[config.mk]
export PLATFORM = sky130hd
export DESIGN_NAME = fixed_point_divider
export DESIGN_NICKNAME = d
export VERILOG_FILES = /design/src/rtl/fixed_point_divider.sv
export SDC_FILE = /design/constraint.sdc
export NUM_CORES = 1
export LEC_CHECK = 0
export BUFFER_PORTS_ARGS = -buffer_cell sky130_fd_sc_hd__buf_2
export CAP_MARGIN = 0
export CORE_MARGIN = 5
export CORE_UTILIZATION = 59
export DETAILED_ROUTE_END_ITERATION = 10
export PLACE_DENSITY = 0.92
export SYNTH_ARGS = -nofsm -noshare
export SYNTH_HDL_FRONTEND = slang
export SYNTH_SLANG_ARGS = --single-unit
export TNS_END_PERCENT = 100
[constraint.sdc]
create_clock -name clk -period 3.5 [get_ports clk]
set_clock_uncertainty 0.1 [all_clocks]
set_input_delay 0.7 -clock clk [delete_from_list [all_inputs] [get_ports clk]]
set_output_delay 0.7 -clock clk [all_outputs]
set_load 0.01 [all_outputs]
[src/rtl/fixed_point_divider.sv]
// Sequential unsigned fixed-point divider, Q(WIDTH-FBITS).FBITS operands and result.
// Restoring division of (operand_1 << FBITS) by operand_2, one quotient bit per clock.
// Divide-by-zero and quotient overflow both saturate the result to all-ones.
module fixed_point_divider #(
  parameter int unsigned WIDTH = 32,
  parameter int unsigned FBITS = 10
) (
  input  logic             clk,
  input  logic             reset,
  input  logic             start,
  input  logic [WIDTH-1:0] operand_1,
  input  logic [WIDTH-1:0] operand_2,
  output logic [WIDTH-1:0] result,
  output logic             ready,
  output logic             busy,
  output logic             div_by_zero,
  output logic             overflow
);

  localparam int unsigned QW = WIDTH + FBITS;
  localparam int unsigned CW = $clog2(QW + 1);

  typedef enum logic [1:0] {StIdle, StCalc, StDone} state_e;

  state_e           state_q, state_d;
  logic [WIDTH-1:0] divisor_q, divisor_d;
  logic [QW-1:0]    shift_q, shift_d;
  logic [WIDTH:0]   rem_q, rem_d;
  logic [QW-1:0]    quot_q, quot_d;
  logic [CW-1:0]    count_q, count_d;
  logic [WIDTH-1:0] result_q, result_d;
  logic             ready_q, ready_d;
  logic             busy_q, busy_d;
  logic             dbz_q, dbz_d;
  logic             ovf_q, ovf_d;

  // Partial remainder with the next dividend bit brought in, and the trial subtraction.
  logic [WIDTH:0]   rem_shift;
  logic [WIDTH:0]   rem_sub;
  logic             rem_ge;
  logic [QW-1:0]    quot_next;

  // Datapath for one restoring-division step.
  always_comb begin
    rem_shift = {rem_q[WIDTH-1:0], shift_q[QW-1]};
    rem_ge    = rem_shift >= {1'b0, divisor_q};
    rem_sub   = rem_shift - {1'b0, divisor_q};
    quot_next = {quot_q[QW-2:0], rem_ge};
  end

  // Next-state and output logic.
  always_comb begin
    state_d   = state_q;
    divisor_d = divisor_q;
    shift_d   = shift_q;
    rem_d     = rem_q;
    quot_d    = quot_q;
    count_d   = count_q;
    result_d  = result_q;
    ready_d   = 1'b0;
    busy_d    = busy_q;
    dbz_d     = dbz_q;
    ovf_d     = ovf_q;

    unique case (state_q)
      StIdle: begin
        if (start) begin
          busy_d = 1'b1;
          if (operand_2 != '0) begin
            divisor_d = operand_2;
            shift_d   = QW'(operand_1) << FBITS;
            rem_d     = '0;
            quot_d    = '0;
            count_d   = CW'(QW);
            dbz_d     = 1'b0;
            ovf_d     = 1'b0;
            state_d   = StCalc;
          end else begin
            // No iterations needed: saturate and report straight away.
            result_d = '1;
            dbz_d    = 1'b1;
            ovf_d    = 1'b0;
            ready_d  = 1'b1;
            state_d  = StDone;
          end
        end
      end

      StCalc: begin
        rem_d   = rem_ge ? rem_sub : rem_shift;
        shift_d = shift_q << 1;
        quot_d  = quot_next;
        count_d = count_q - CW'(1);
        if (count_q == CW'(1)) begin
          ready_d = 1'b1;
          state_d = StDone;
          // Any set bit above the integer range means the result cannot be represented.
          if (quot_next[QW-1:WIDTH] != '0) begin
            result_d = '1;
            ovf_d    = 1'b1;
          end else begin
            result_d = quot_next[WIDTH-1:0];
          end
        end
      end

      StDone: begin
        busy_d  = 1'b0;
        state_d = StIdle;
      end

      default: begin
        busy_d  = 1'b0;
        state_d = StIdle;
      end
    endcase
  end

  // State register with synchronous active-low reset.
  always_ff @(posedge clk) begin
    if (!reset) begin
      state_q   <= StIdle;
      divisor_q <= '0;
      shift_q   <= '0;
      rem_q     <= '0;
      quot_q    <= '0;
      count_q   <= '0;
      result_q  <= '0;
      ready_q   <= 1'b0;
      busy_q    <= 1'b0;
      dbz_q     <= 1'b0;
      ovf_q     <= 1'b0;
    end else begin
      state_q   <= state_d;
      divisor_q <= divisor_d;
      shift_q   <= shift_d;
      rem_q     <= rem_d;
      quot_q    <= quot_d;
      count_q   <= count_d;
      result_q  <= result_d;
      ready_q   <= ready_d;
      busy_q    <= busy_d;
      dbz_q     <= dbz_d;
      ovf_q     <= ovf_d;
    end
  end

  assign result      = result_q;
  assign ready       = ready_q;
  assign busy        = busy_q;
  assign div_by_zero = dbz_q;
  assign overflow    = ovf_q;

endmodule

==> out/results.ini, run 1 <==
[grt]
grt_pass1_wl_um = 36600
gr-total-overflow = 0
grtUsageMet1_pct = 29.5
track_usage_pct = 24.6
grt_use_met3_pct = 5.88
antenna_found_initial = 0
grt_max_degree = 93
grt_pass1_vias = 7943
top_usage_layer = met2
grt_util_met2_pct = 43.0

[placement]
preCtsSetupSlack_ps = 218
hpwl_um = 14400
io_buffers = 102
globalplace.congestion = 0.924
dp_cells = 1332
dpl_cell_area_um2 = 9380

[routing]
first_pass_iters = 7
drcViolationCount = 0
via_per_inst = 6.04
vias = 8235
routedWlPerCell_um = 16.0
ant_nets = 0
drtIter0Drc = 764
drt-total-wl_um = 21800

[sta]
hold_ws_ps = 355
min_period_ps = 3150
slew_headroom_pct = 40.4
fin_crit_sh_pct = 89.9
rsz0062_at_grt = no
setup_ws_ps = 354
setup_viol = 0
fin_tns_setup_ps = 0
tightest_slew_ps = 895
fmax_mhz = 318
drv_slew = 0
hold_viol_final = 0

[synth]
yosys-top-cells-area = dfxtp_1 (41%), nand2_1 (7.6%), nor2_1 (7.3%), ha_1 (4.9%), a21oi_1 (4.1%)
synth_nets = 1211
synth.avg_cell_area_um2 = 7.89
yosys_warnings = 0
synth.largest_area_cell = dfxtp_1
ys_ff_latch = 181
synth_cell_type_count = 56
syn-instance-count = 1109
synth_area_um2 = 8750
ys.flop_type = dfxtp_1
synth_edf_count = 0
async_flop_share_pct = 0
ys_seq_area_share_pct = 41.4
netlist.area_leader.share_pct = 41.4

[clocking]
cts-root-buf = clkbuf_16
numClockSinks = 181
path_clk_slew_ps = 70
cts.repair.resized = 0
post_cts_buffers = 0
ctsHtreeMaxLevel = 4
cts_tree = built
cts.path.max_buffers = 2
numCtsBuffers = 17
cts_hold_buf = 0
worstSkewPairLatency_ps = 440

[die]
die-area_um2 = 17400
coreArea_um2 = 14500
ios = 103
rows = 44
initial_core_util_pct = 60.2
die-width_um = 132
fp.dieH_um = 132

[final_layout]
register_area_um2 = 3620
num_antenna_cells = 0
finalInstanceArea_um2 = 9970
n_fill_cell = 1183
num-nets-final = 1269
multiInputGateArea_um2 = 4690
drive_gt1_share_pct = 13.9
final_core_util_pct = 68.6
instances_no_fill = 1364
area_growth_pct = 13.9

[power]
p_per_area_nw_per_um2 = 648
leakage_nw = 4.10
vdd_ir_drop_max_uv = 447
total_power_mw = 6.46

[status]
status = finished clean

[worst_setup_path]
cp_cell_sequence = inv_1 -> ha_1 -> nand2_1 -> a211oi_2 -> o21ai_1 -> o221a_1 -> o2111a_2 -> or2_1 -> a311o_1 -> o21bai_1
cpPeakStageDelay_ps = 490
arrival_ps = 3370
critPathKind = flip-flop to flip-flop
worst-path-max-fanout = 18
worst_path_max_delay_cell = or2_1
critPathRequiredTime_ps = 3720
end_kind = flip-flop
critPathLaunchType = flip-flop

[hold_path]
hp-class = flip-flop to flip-flop

[run]
max-cap-violations = 0

[metal layers]
metal	wire length (µm)	part of all wire, %
met1	9110	42
met2	11000	50
met3	1220	5.6
met4	516	2.4
met5	0	0
[critical path: cells and delay by family, from the launching register on]
family / cells / cell delay [ps]
fa+ha+maj: 1 / 370
buf+inv: 1 / 50
simple gates: 2 / 620
flops: 1 / 330
compound gates: 6 / 1560
[cells by family (layout without fill, tap and decap cells)]
group           Yosys count  in the layout  synth area share (%)
mux                      19             19                  2.19
flops                   181            181                  41.4
compound gates          300            300                  23.0
xor+xnor                 28             28                  2.80
fa+ha+maj                35             35                  5.09
buf+inv                 123            194                  5.35
simple gates            423            423                  20.1
[state kept, by name, indices dropped and copies added, names as in the netlist]
| signal | flops |
|---|---|
| shift_q | 32 |
| divisor_q | 32 |
| busy | 1 |
| div_by_zero | 1 |
| ready | 1 |
| quot_q | 41 |
| state_q | 2 |
| rem_q | 32 |
| count_q | 6 |
| overflow | 1 |
| result | 32 |
[power breakdown]
part	leakage [nW]	internal (mW)	switching, mW
sequential	1.47	2.19	0.0889
clock	0.287	0.956	0.920
combinational	2.34	0.916	1.39
total	4.10	4.06	2.40
[worst paths after layout]
kind	cells after the start	endpoint	slack, ps	from
setup reg to reg	10	rem_q[27]	350	divisor_q[4]
hold reg to reg	2	divisor_q[12]	350	divisor_q[12]
hold / removal	2	divisor_q[12]	350	divisor_q[12]
setup / recovery	10	rem_q[27]	350	divisor_q[4]
[placed cells by master, fill, tap and decap left out, types with 7 or more instances in the layout]
cell | netlist | final
dfxtp_1 | 181 | 181
nand2_1 | 176 | 176
nor2_1 | 169 | 167
buf_2 | 2 | 102
a21oi_1 | 72 | 71
a22oi_1 | 46 | 46
inv_1 | 44 | 43
o21ai_0 | 35 | 35
ha_1 | 34 | 34
a211oi_1 | 33 | 33
a311oi_1 | 32 | 32
o21ai_1 | 20 | 19
mux2i_1 | 18 | 18
nor3_1 | 17 | 17
clkbuf_16 | 0 | 17
nor4_1 | 16 | 16
xnor2_1 | 16 | 16
buf_4 | 1 | 13
nand4_1 | 12 | 12
xor2_1 | 12 | 12
a21o_1 | 11 | 11
a32oi_1 | 8 | 8
nand3_1 | 7 | 7
[synthesized netlist by cell type (all sizes together), types with 6 or more instances]
library cell and count:
a211oi 35, a21o 11, a21oi 72, a22oi 46, a311oi 32, a32oi 8, clkbuf 75, dfxtp 181
ha 34, inv 44, mux2i 18, nand2 176, nand3 7, nand4 12, nor2 170, nor2b 6
nor3 17, nor4 16, o211ai 6, o21ai 55, xnor2 16, xor2 12
[cell type report]
type                       count  share of cell area [%]
multi-input combinational    805                    47.1
sequential                   181                    36.3
timing repair buffer         118                    6.70
clock buffer                  17                    4.27
tap                          184                    2.31
inverter                      44                    1.68
clock inverter                15                    1.63
No activity file was read; power rests on OpenSTA's default activity.
==> run 2, diff against run 1 <==
Settings changed: BUFFER_PORTS_ARGS -buffer_cell sky130_fd_sc_hd__buf_2 to default, CORE_UTILIZATION 59 to 60, DONT_BUFFER_PORTS from default to 1, PLACE_DENSITY 0.92 to 0.87, SLEW_MARGIN from default to 10.
Clock period 3.5 ns to 3.55 ns, I/O delays scaled along.
==> out/results.ini, run 2 (same netlist as run 1, synthesis figures left out) <==
[grt]
track_usage_pct = 25.2  ; +0.53 points
gr-total-overflow = 0  ; unchanged
grt_pass1_wl_um = 35000  ; -4.5%
grt_pass1_vias = 7426  ; -6.5%
antenna_found_initial = 0  ; unchanged
grt_max_degree = 76  ; -18%

[clocking]
cts.repair.resized = 0  ; unchanged
worstSkewPairLatency_ps = 440  ; about the same
numCtsBuffers = 17  ; unchanged
cts.path.max_buffers = 2  ; unchanged
path_clk_slew_ps = 80  ; about the same
ctsHtreeMaxLevel = 4  ; unchanged
cts_hold_buf = 0  ; unchanged
cts-root-buf = clkbuf_16
post_cts_buffers = 0  ; unchanged
numClockSinks = 181  ; unchanged
cts_tree = built

[sta]
drv_slew = 0  ; unchanged
hold_ws_ps = 298  ; -56.4 ps
setup_viol = 0  ; unchanged
min_period_ps = 3180  ; +29.8 ps
rsz0062_at_grt = no
fin_crit_sh_pct = 89.5  ; -0.43 points
fin_tns_setup_ps = 0  ; unchanged
fmax_mhz = 315  ; -0.94%
hold_viol_final = 0  ; unchanged
slew_headroom_pct = 50.2  ; +9.9 points
tightest_slew_ps = 747  ; -148 ps

[final_layout]
register_area_um2 = 3620  ; unchanged
mostFrequentLayoutCells = dfxtp_1 (181), nand2_1 (176), nor2_1 (167), a21oi_1 (71), a22oi_1 (46)
largest_reg_flops = 41  ; unchanged
multiInputGateArea_um2 = 4690  ; unchanged
drive_gt1_share_pct = 6.01  ; -7.9 points
instances_no_fill = 1265  ; -7.3%
layout_commonest_cell = dfxtp_1
top_register = quot_q
area_growth_pct = 8.52
n_fill_cell = 1205  ; +1.9%
num_antenna_cells = 0  ; unchanged
num-nets-final = 1170  ; -7.8%

[power]
vdd_ir_drop_max_uv = 495  ; +11%
leakage_nw = 3.67  ; -11%
p_per_area_nw_per_um2 = 674  ; +3.9%

[hold_path]
min_path_cells = 2  ; unchanged
hp-class = input port to flip-flop

[die]
coreArea_um2 = 14400  ; -0.76%
rows = 44  ; unchanged
die-area_um2 = 17100  ; -1.5%
die-width_um = 131  ; -0.77%
ios = 103  ; unchanged
initial_core_util_pct = 60.7  ; +0.46 points
fp.dieH_um = 131  ; -0.77%

[routing]
vias = 7701  ; -6.5%
via_per_inst = 6.09  ; +0.83%
routedWlPerCell_um = 16.6  ; +4.0%
drcViolationCount = 0  ; unchanged
first_pass_iters = 5  ; -2
drtIter0Drc = 563  ; -26%
ant_nets = 0  ; unchanged
drt-total-wl_um = 21000  ; -3.6%

[placement]
io_buffers = 0  ; -100%
dp_cells = 1233  ; -7.4%
hpwl_um = 14400  ; -0.10%
globalplace.congestion = 0.901  ; -2.5%

[worst_setup_path]
cp_cell_sequence = inv_1 -> ha_1 -> nand2b_1 -> a211oi_2 -> o21ai_1 -> o221a_1 -> o2111a_2 -> or2_1 -> a311o_1 -> o21bai_1
critPathTopFamily = compound AO/OA/AOI/OAI gates
critPathKind = flip-flop to flip-flop
critPathRequiredTime_ps = 3760  ; +40 ps
reg2reg_depth = 10  ; unchanged
worst-path-max-fanout = 18  ; unchanged
cp.depth = 10  ; unchanged
cpPeakStageDelay_ps = 490  ; about the same
worst_path_max_delay_cell = or2_1
end_kind = flip-flop
arrival_ps = 3380  ; about the same
critPathLaunchType = flip-flop
worst-path-buf-inv = 1  ; unchanged

[run]
max-cap-violations = 0  ; unchanged

[status]
status = finished clean

-- run 2: cell types whose count changed in the layout (fill, tap and decap cells not counted) --
cell / change
buf_12: -2
buf_2: -102
buf_4: +5
bufinv_16: +1
clkinv_2: -1
clkinv_4: -1
clkinv_8: +1
inv_12: +1
inv_6: -1
-- run 2: final timing paths --
check / end / from / slack (ps)
min reg2reg: divisor_q[24] / divisor_q[24] / 360
min: divisor_q[0] / operand_2[0] / 300
max: rem_q[27] / divisor_q[1] / 370
max reg2reg: rem_q[27] / divisor_q[1] / 370
-- run 2: where the power goes --
group	switching, mW	internal (mW)
logic	1.34	0.849
clock network	0.931	1.03
registers	0.0923	2.16
-- run 2: cell type report --
cell class | instances | share of cell area [%]
Multi-Input combinational cell | 805 | 49.4
Sequential cell | 181 | 38.2
Clock buffer | 17 | 4.48
Tap cell | 184 | 2.42
Clock inverter | 15 | 2.13
Inverter | 44 | 1.77
Timing Repair Buffer | 19 | 1.63
-- run 2: worst register-to-register path, stage by stage (launching register included) --
cell	delay (ps)
dfxtp_1	390
inv_1	60
ha_1	310
nand2b_1	110
a211oi_2	260
o21ai_1	130
o221a_1	320
o2111a_2	290
or2_1	490
a311o_1	420
o21bai_1	150
-- run 2: routing by layer --
metal  track usage, %  wire [µm]  up-vias
li1                 -          -     3825
met1             30.0       8780     3639
met2             43.3      10500      193
met3             7.60       1380       44
met4             8.59        376        0
met5                0          0        -
-- run 2: stage by stage --
stage                     utilization [%]  power, mW  area (µm²)  setup WS (ps)
after floorplan                         -       3.95        8750            842
after detailed placement             61.5       4.42        8870            468
after global routing                 65.8       6.75        9500            198
final                                65.8       6.40        9500            374
after CTS                            65.8       6.38        9500            428
after global placement               61.5       4.37        8870            528
==> run 3, diff against run 2 <==
--- a/config.mk
+++ b/config.mk
@@ -12,4 +12,5 @@
 export DONT_BUFFER_PORTS = 1
+export GPL_ROUTABILITY_DRIVEN = 0
 export PLACE_DENSITY = 0.87
-export SLEW_MARGIN = 10
+export SLEW_MARGIN = 20
 export SYNTH_ARGS = -nofsm -noshare
--- a/constraint.sdc
+++ b/constraint.sdc
@@ -4,2 +4,2 @@
 set_output_delay 0.71 -clock clk [all_outputs]
-set_load 0.01 [all_outputs]
+set_load 0.1 [all_outputs]
==> out/results.ini, run 3 (same netlist as run 1, synthesis figures left out) <==
[status]
status = finished clean

[final_layout]
num-nets-final = 1166  ; -0.34%
mostFrequentLayoutCells = dfxtp_1 (181), nand2_1 (176), nor2_1 (167), a21oi_1 (71), a22oi_1 (46)
n_fill_cell = 1192  ; -1.1%
register_area_um2 = 3620  ; unchanged
multiInputGateArea_um2 = 4690  ; unchanged
layout_commonest_cell = dfxtp_1
top_register = quot_q
largest_reg_flops = 41  ; unchanged
drive_gt1_share_pct = 5.57  ; -0.44 points
finalInstanceArea_um2 = 9440  ; -0.57%
num_antenna_cells = 0  ; unchanged
area_growth_pct = 7.91

[clocking]
worstSkewPairLatency_ps = 440  ; about the same
path_clk_slew_ps = 70  ; about the same
cts.path.max_buffers = 2  ; unchanged
numClockSinks = 181  ; unchanged
cts.repair.resized = 0  ; unchanged
post_cts_buffers = 0  ; unchanged
cts_hold_buf = 0  ; unchanged
ctsHtreeMaxLevel = 4  ; unchanged
cts_tree = built
cts-root-buf = clkbuf_16
numCtsBuffers = 17  ; unchanged

[placement]
io_buffers = 0  ; unchanged
dpl_cell_area_um2 = 8850  ; -0.20%
hpwl_um = 13800  ; -3.7%
preCtsSetupSlack_ps = 434  ; -33.8 ps

[worst_setup_path]
critPathRequiredTime_ps = 3790  ; +30 ps
critPathKind = flip-flop to flip-flop
worstSetupStartpoint = divisor_q[10]
critPathLaunchType = flip-flop
worst-path-max-fanout = 18  ; unchanged
critPathCapture = rem_q[1]
r2r_slack_ps = 340  ; -30 ps
end_kind = flip-flop
r2r_start = divisor_q[10]
arrival_ps = 3450  ; +70 ps
r2r-end = rem_q[1]
reg2reg_depth = 10  ; unchanged

[power]
total_power_mw = 6.34  ; -0.87%
leakage_nw = 3.64  ; -0.88%
p_per_area_nw_per_um2 = 672  ; -0.30%
vdd_ir_drop_max_uv = 535  ; +8.1%

[routing]
first_pass_iters = 6  ; +1
routedWlPerCell_um = 16.2  ; -2.6%
vias = 7618  ; -1.1%
drcViolationCount = 0  ; unchanged
drt-total-wl_um = 20400  ; -2.9%
via_per_inst = 6.04  ; -0.76%
ant_nets = 0  ; unchanged
drtIter0Drc = 646  ; +15%

[grt]
grt_pass1_wl_um = 34000  ; -2.6%
gr-total-overflow = 0  ; unchanged
grt_pass1_vias = 7254  ; -2.3%
track_usage_pct = 24.3  ; -0.81 points
grt_max_degree = 147  ; +93%
antenna_found_initial = 0  ; unchanged

[die]
initial_core_util_pct = 60.7  ; unchanged
rows = 44  ; unchanged
coreArea_um2 = 14400  ; unchanged
fp.dieH_um = 131  ; unchanged
die-width_um = 131  ; unchanged
die-area_um2 = 17100  ; unchanged
ios = 103  ; unchanged

[sta]
fmax_mhz = 312  ; -0.94%
drv_slew = 0  ; unchanged
hold_viol_final = 0  ; unchanged
tightest_slew_ps = 1030  ; +288 ps
setup_ws_ps = 344  ; -30.1 ps
rsz0062_at_grt = no
fin_crit_sh_pct = 90.3  ; +0.85 points
slew_headroom_pct = 30.9  ; -19 points
min_period_ps = 3210  ; +30.1 ps
fin_tns_setup_ps = 0  ; unchanged
setup_viol = 0  ; unchanged

[run]
max-cap-violations = 0  ; unchanged

[hold_path]
hp-class = input port to flip-flop

## run 3: worst min-delay path by stage
| stage | startpoint | endpoint | cells after the start |
|---|---|---|---|
| floorplan | divisor_q[10] | divisor_q[10] | 2 |
| detailed placement | divisor_q[15] | divisor_q[15] | 2 |
| finish | operand_2[31] | divisor_q[31] | 2 |
| CTS | operand_2[27] | divisor_q[27] | 2 |
| global route | operand_2[27] | divisor_q[27] | 2 |
| global placement | divisor_q[20] | divisor_q[20] | 2 |
## run 3: metal layers
layer / vias to the layer above / wire (µm) / GRT usage [%] / part of all wire, %
met3: 32 / 1480 / 7.44 / 7.2
met4: 0 / 325 / 7.56 / 1.6
met5: - / 0 / 0 / 0
met2: 212 / 9970 / 40.6 / 49
li1: 3812 / - / - / -
met1: 3562 / 8650 / 30.3 / 42
## run 3: worst max-delay path, cell delays in order (launching register included)
cell and delay (ps):
dfxtp_1 340, inv_1 60, ha_1 370, and2_1 210, nor2b_1 140, a211oi_2 340, o221a_1 340, o2111a_2 240
or2_1 630, o21ai_1 130, a22o_1 220
## run 3: final cells by class
cell class,instances,share of cell area [%]
Multi-Input combinational cell,805,49.7
Timing Repair Buffer,15,1.46
Clock inverter,14,1.72
Clock buffer,18,4.55
Sequential cell,181,38.4
Tap cell,184,2.44
Inverter,44,1.78
## run 3: through the flow
stage | hold WS (ps) | utilization [%] | cells
6_report | 300 | 65.5 | 1261
5_1_grt | 290 | 65.5 | 1261
4_1_cts | 292 | 65.5 | 1261
3_5_place_dp | 348 | 61.4 | 1229
3_3_place_gp | 343 | 61.4 | 1229
2_1_floorplan | 336 | - | 1109
## run 3: power by group
group | total [mW] | switching (mW) | internal, mW
logic | 2.15 | 1.32 | 0.836
registers | 2.30 | 0.149 | 2.16
clock network | 1.88 | 0.880 | 1.00
